--- src/rtl/xoro_arbiter.sv ---
// xoro_arbiter: xoroshiro128+ word generator that hands each word to one
// requester. Ports: clk, rst (sync, active-high), req[N_REQ], gnt[N_REQ]
// (one-hot, registered), rnd[64]/rnd_valid, seed_load, seed[128], busy.
// Build macro XORO_ARB_ROUND_ROBIN_EN: round-robin arbitration when
// defined, fixed priority (lowest index wins) otherwise.
module xoro_arbiter #(
  parameter int N_REQ  = 4,
  parameter int WARMUP = 16
) (
  input  logic             clk,
  input  logic             rst,
  input  logic [N_REQ-1:0] req,
  output logic [N_REQ-1:0] gnt,
  output logic [63:0]      rnd,
  output logic             rnd_valid,
  input  logic             seed_load,
  input  logic [127:0]     seed,
  output logic             busy
);

  typedef enum logic [1:0] {WARM, RUN, SEED} state_t;

  localparam logic [7:0] WU = 8'(WARMUP);

  state_t          state;
  logic [63:0]     s0, s1;
  logic [63:0]     sx, n0, n1, word;
  logic [63:0]     ld0, ld1;
  logic [7:0]      cnt;
  logic [N_REQ-1:0] win;
  logic            any_req;

  // one xoroshiro128+ step and the output word of the current state
  always_comb begin
    sx   = s0 ^ s1;
    n0   = {s0[8:0], s0[63:9]} ^ sx ^ (sx << 14);
    n1   = {sx[27:0], sx[63:28]};
    word = s0 + s1;
  end

  // an all-zero seed would lock the generator at zero forever
  always_comb begin
    if (seed == '0) begin
      ld0 = 64'd1;
      ld1 = 64'd0;
    end else begin
      ld0 = seed[63:0];
      ld1 = seed[127:64];
    end
  end

  assign any_req = |req;

`ifdef XORO_ARB_ROUND_ROBIN_EN
  localparam int PW = (N_REQ > 1) ? $clog2(N_REQ) : 1;

  logic [PW-1:0] ptr, win_idx;
  logic          found;
  int            k;

  // search starts one past the last granted index
  always_comb begin
    win     = '0;
    win_idx = ptr;
    found   = 1'b0;
    k       = 0;
    for (int i = 1; i <= N_REQ; i++) begin
      k = (int'(ptr) + i) % N_REQ;
      if (!found && req[k]) begin
        found   = 1'b1;
        win[k]  = 1'b1;
        win_idx = PW'(k);
      end
    end
  end

  always_ff @(posedge clk) begin
    if (rst)
      ptr <= PW'(N_REQ - 1);
    else if (state == RUN && !seed_load && any_req)
      ptr <= win_idx;
  end
`else
  always_comb begin
    win = '0;
    for (int i = N_REQ - 1; i >= 0; i--) begin
      if (req[i]) begin
        win    = '0;
        win[i] = 1'b1;
      end
    end
  end
`endif

  always_ff @(posedge clk) begin
    if (rst) begin
      state     <= WARM;
      s0        <= 64'd1;
      s1        <= 64'd0;
      cnt       <= 8'd0;
      gnt       <= '0;
      rnd       <= 64'd0;
      rnd_valid <= 1'b0;
      busy      <= 1'b1;
    end else begin
      gnt       <= '0;
      rnd_valid <= 1'b0;
      if (seed_load) begin
        state <= SEED;
        s0    <= ld0;
        s1    <= ld1;
        cnt   <= 8'd0;
        busy  <= 1'b1;
      end else begin
        unique case (state)
          SEED: begin
            state <= WARM;
            cnt   <= 8'd0;
            busy  <= 1'b1;
          end
          WARM: begin
            if (cnt == WU) begin
              state <= RUN;
              busy  <= 1'b0;
            end else begin
              s0  <= n0;
              s1  <= n1;
              cnt <= cnt + 8'd1;
            end
          end
          RUN: begin
            if (any_req) begin
              gnt       <= win;
              rnd       <= word;
              rnd_valid <= 1'b1;
              s0        <= n0;
              s1        <= n1;
            end
          end
          default: begin
            state <= WARM;
            busy  <= 1'b1;
          end
        endcase
      end
    end
  end

endmodule
--- config.mk ---
export PLATFORM = sky130hd
export DESIGN_NAME = xoro_arbiter
export DESIGN_NICKNAME = d
export VERILOG_FILES = /design/src/rtl/xoro_arbiter.sv
export SDC_FILE = /design/constraint.sdc
export NUM_CORES = 1
export LEC_CHECK = 0
export CAP_MARGIN = 20
export CORE_MARGIN = 2
export CORE_UTILIZATION = 50
export DETAILED_ROUTE_END_ITERATION = 12
export GPL_TIMING_DRIVEN = 0
export PLACE_DENSITY = 0.75
export SETUP_SLACK_MARGIN = 0.2
export SYNTH_ARGS = -nofsm -noshare
export SYNTH_HDL_FRONTEND = slang
export SYNTH_SLANG_ARGS = --single-unit
--- constraint.sdc ---
create_clock -name clk -period 5.4 [get_ports clk]
set_input_delay 0.81 -clock clk [delete_from_list [all_inputs] [get_ports clk]]
set_output_delay 0.81 -clock clk [all_outputs]
set_load 0.005 [all_outputs]
==> reports/results.tsv <==
stage	metric	value	unit
timing	Final period util	78.3	%
timing	worst clock skew	0.0177	ns
grt	first-pass GRT wire length	84.1	mm
run_status	status	finished, final reports clean	
logic_synthesis	Synth warnings	0	
floorplanning	Die X	169	um
cts	CTS Buffer Depth	3	
logic_synthesis	post-synthesis xor/xnor area fraction	11.6	%
floorplanning	Initial Util	50.5	%
hold_path	Worst Hold Depth	2	
floorplanning	die area	28400	um^2
timing	max frequency	0.236	GHz
placed_design	PortBufs	204	
layout	FF+latch area	4160	um^2
detailed_routing	via count	14400	
grt	initial antenna violation count	4	
logic_synthesis	Post-Synthesis Cells	1719	
layout	multi-input logic area	8660	um^2
logic_synthesis	post-synthesis sequential area ratio	30.8	%
grt	GRT Util Overall	39.7	%
logic_synthesis	Distinct cells, synth	77	
grt	vias in the first global route	13500	
logic_synthesis	number of synthesized flops with an enable pin	0	
run	Max Cap Viol	0	
critical_path	Worst setup SP type	flop	
placed_design	Setup WS pre-CTS	1.40	ns
cts	Post-CTS Setup Bufs	0	
logic_synthesis	mux cell area share after synthesis	4.73	%
power	Leak Pwr	6.88	nW
timing	final worst slack	1.17	ns
cts	CTS tree	yes	
floorplanning	core area	26800	um^2
cts	H-Tree Depth	1	
logic_synthesis	FFs w/ async S/R, synth	0	%
detailed_routing	vias per cell	6.22	
layout	fin cells	2310	
logic_synthesis	Compound-Gate Fraction of Synth Area	21.6	%
critical_path	CP Capture Type	flop	
logic_synthesis	Synthesized Nets	1920	
critical_path	CP Launch Point	s0[0]$_SDFFE_PP1P_	
logic_synthesis	Cell Area, Synth	13500	um^2
logic_synthesis	simple-gate portion of the synthesized area	19.8	%
grt	largest net degree at the start of global routing	13	
cts	Inserted Clock Buffers	25	
layout	fill count	2408	
floorplanning	Die Ht	169	um
placed_design	Placed Cells	2265	
timing	Final Hold Fails	0	
detailed_routing	post-route ant nets	0	
logic_synthesis	flops & latches, synth	208	
timing	Slew headroom	13.5	%
layout	most frequent cells in the layout	nor2_1, dfxtp_1, clkdlybuf4s50_1, nand2_1, a21oi_1	
hold_path	hold path start	rnd[58]$_SDFFE_PP0P_	
timing	Final TNS setup	0	ns
hold_path	Endpoint, Worst Hold	rnd[58]$_SDFFE_PP0P_	
timing	minimum clock period	4.23	ns
placed_design	gpl congestion	1.07	
timing	measured slew at the worst slew-check pin	1.30	ns
power	Worst VDD drop	0.223	mV
logic_synthesis	Mapped Avg Cell Area	7.88	um^2
cts	Clock Latency Late Sink	0.54	ns
layout	most common cell after layout, fill and taps aside	nor2_1	
floorplanning	I/O Pins	205	
power	Power Dens Cells	366	nW/um^2
layout	fin nets	2152	
critical_path	Worst EP arrival	4.64	ns
layout	area growth from synthesis to layout	24.7	%
critical_path	Reg2Reg Depth	12	
floorplanning	num rows	60	
timing	# setup viols final	0	
critical_path	kind of critical path	reg -> reg	
cts	# hold bufs at CTS	0	
detailed_routing	Residual DRC	0	
critical_path	FF-to-FF End	rnd[42]$_SDFFE_PP0P_	
timing	WHS	0.447	ns
logic_synthesis	adder-cell share of the synthesized area	6.15	%
timing	max-slew violation count	0	
logic_synthesis	largest family of logic cells by synthesized area	compound AO/OA/AOI/OAI gates	
cts	CTS resizes	0	
placed_design	Detailed Place HPWL	46.4	mm
logic_synthesis	Top FF cell, synth	dfxtp_1	
grt	aggregate global routing overflow	0	
critical_path	R2R Setup Slk	1.17	ns
cts	root buffer cell	clkbuf_16	
detailed_routing	wire length per cell	25.2	um
layout	layout cells sized above 1	5.84	%
detailed_routing	WL final	58.2	mm
cts	CTS sink cnt	208	
timing	RSZ-0062 raised after global routing	no	
critical_path	Reg2Reg Launch Point	s0[0]$_SDFFE_PP1P_	
detailed_routing	Initial DRT Pass Iterations	8	
cts	CTS clk-pin slew, worst paths	0.06	ns
hold_path	hold crit path type	reg -> reg	
detailed_routing	1st-iter DRT viols	1808	
critical_path	Worst Path Max Fanout	3	
critical_path	Req. time, crit path	5.81	ns
[Yosys cell counts, types with 9 or more instances]
cell        n  area [um^2]
buf_4      20          150
nor2_1    223          837
inv_1      13         48.8
and3_1     12         75.1
a21oi_1   128          641
a31oi_1     9         56.3
o21ai_1    10         50.1
nand2_1   178          668
dfxtp_1   208         4160
nor3_1     65          325
o21ai_0    64          320
o21bai_1   12         90.1
a21o_1     41          308
nor4_1     38          238
ha_1       65          813
nand4_1    24          150
nand3_1    21          105
xor2_1     77          674
nor2b_1     9         56.3
xnor2_1   103          902
buf_2      31          155
mux2i_1    64          641
clkbuf_1   85          319
a211oi_1  121          908
[final cells by class]
type,count,area share [%]
inverters,15,0.341
well taps,341,2.53
repair buffers,205,12.2
multi-input cells,1355,51.3
diodes,1,0.0148
flip-flops and latches,208,24.7
plain buffers,141,3.90
clock inverters,9,0.912
clock buffers,35,4.17
[worst max-delay path by stage]
stage | slack (ns) | end | depth (start not counted)
finish | 1.17 | rnd[42]$_SDFFE_PP0P_ | 12
global route | 1.09 | rnd[42]$_SDFFE_PP0P_ | 12
CTS | 1.44 | rnd[42]$_SDFFE_PP0P_ | 12
detailed placement | 1.40 | s0[8]$_SDFFE_PP0P_ | 10
global placement | 1.16 | rnd[21]$_SDFFE_PP0P_ | 9
floorplan | 2.51 | rnd[60]$_SDFFE_PP0P_ | 12
[stage by stage]
stage	utilization (%)	power [mW]	area (um^2)
global placement	59.7	4.28	16000
floorplan	-	3.44	13500
finish	63.0	6.18	16900
detailed placement	59.8	4.29	16000
global route	63.0	6.37	16900
CTS	63.0	6.07	16900
[cell families after synthesis]
group | Yosys count
AOI/OAI and AO/OA | 446
muxes | 64
DFF | 208
adders and majority gates | 66
and+or+nand+nor | 599
xor gates and xnor gates | 180
buffers and inverters | 156
[layer usage]
layer	vias up	routed length, um	global-route usage [%]
met2	953	24700	61.1
li1	6561	-	-
met3	198	6740	7.74
met1	6660	23500	53.5
met4	4	3280	19.3
met5	-	27	0
[where the power goes]
group          switching, mW  internal, mW  leakage, nW
clock network          0.701          1.10        0.413
logic                   1.59         0.949         4.76
registers              0.170          1.68         1.71
total                   2.46          3.73         6.88
[sequential cells by signal, summed over array words and instances, names as in the netlist]
| name | count |
|---|---|
| s1 | 64 |
| s0 | 64 |
| gnt | 4 |
| state | 2 |
| busy | 1 |
| rnd | 64 |
| rnd_valid | 1 |
| cnt | 8 |
[worst max-delay path: stages, from the launching register on]
cell      delay [ns]
dfxtp_1         0.35
ha_1            0.25
fa_1            0.41
a21oi_1         0.26
o211ai_1        0.18
a22o_1          0.29
a211oi_1        0.89
o32ai_2         0.24
nor3_1          0.53
xor2_1          0.41
nor2_1          0.08
a21oi_1         0.13
nor2_1          0.05
Power figures use the tool's default switching activity.
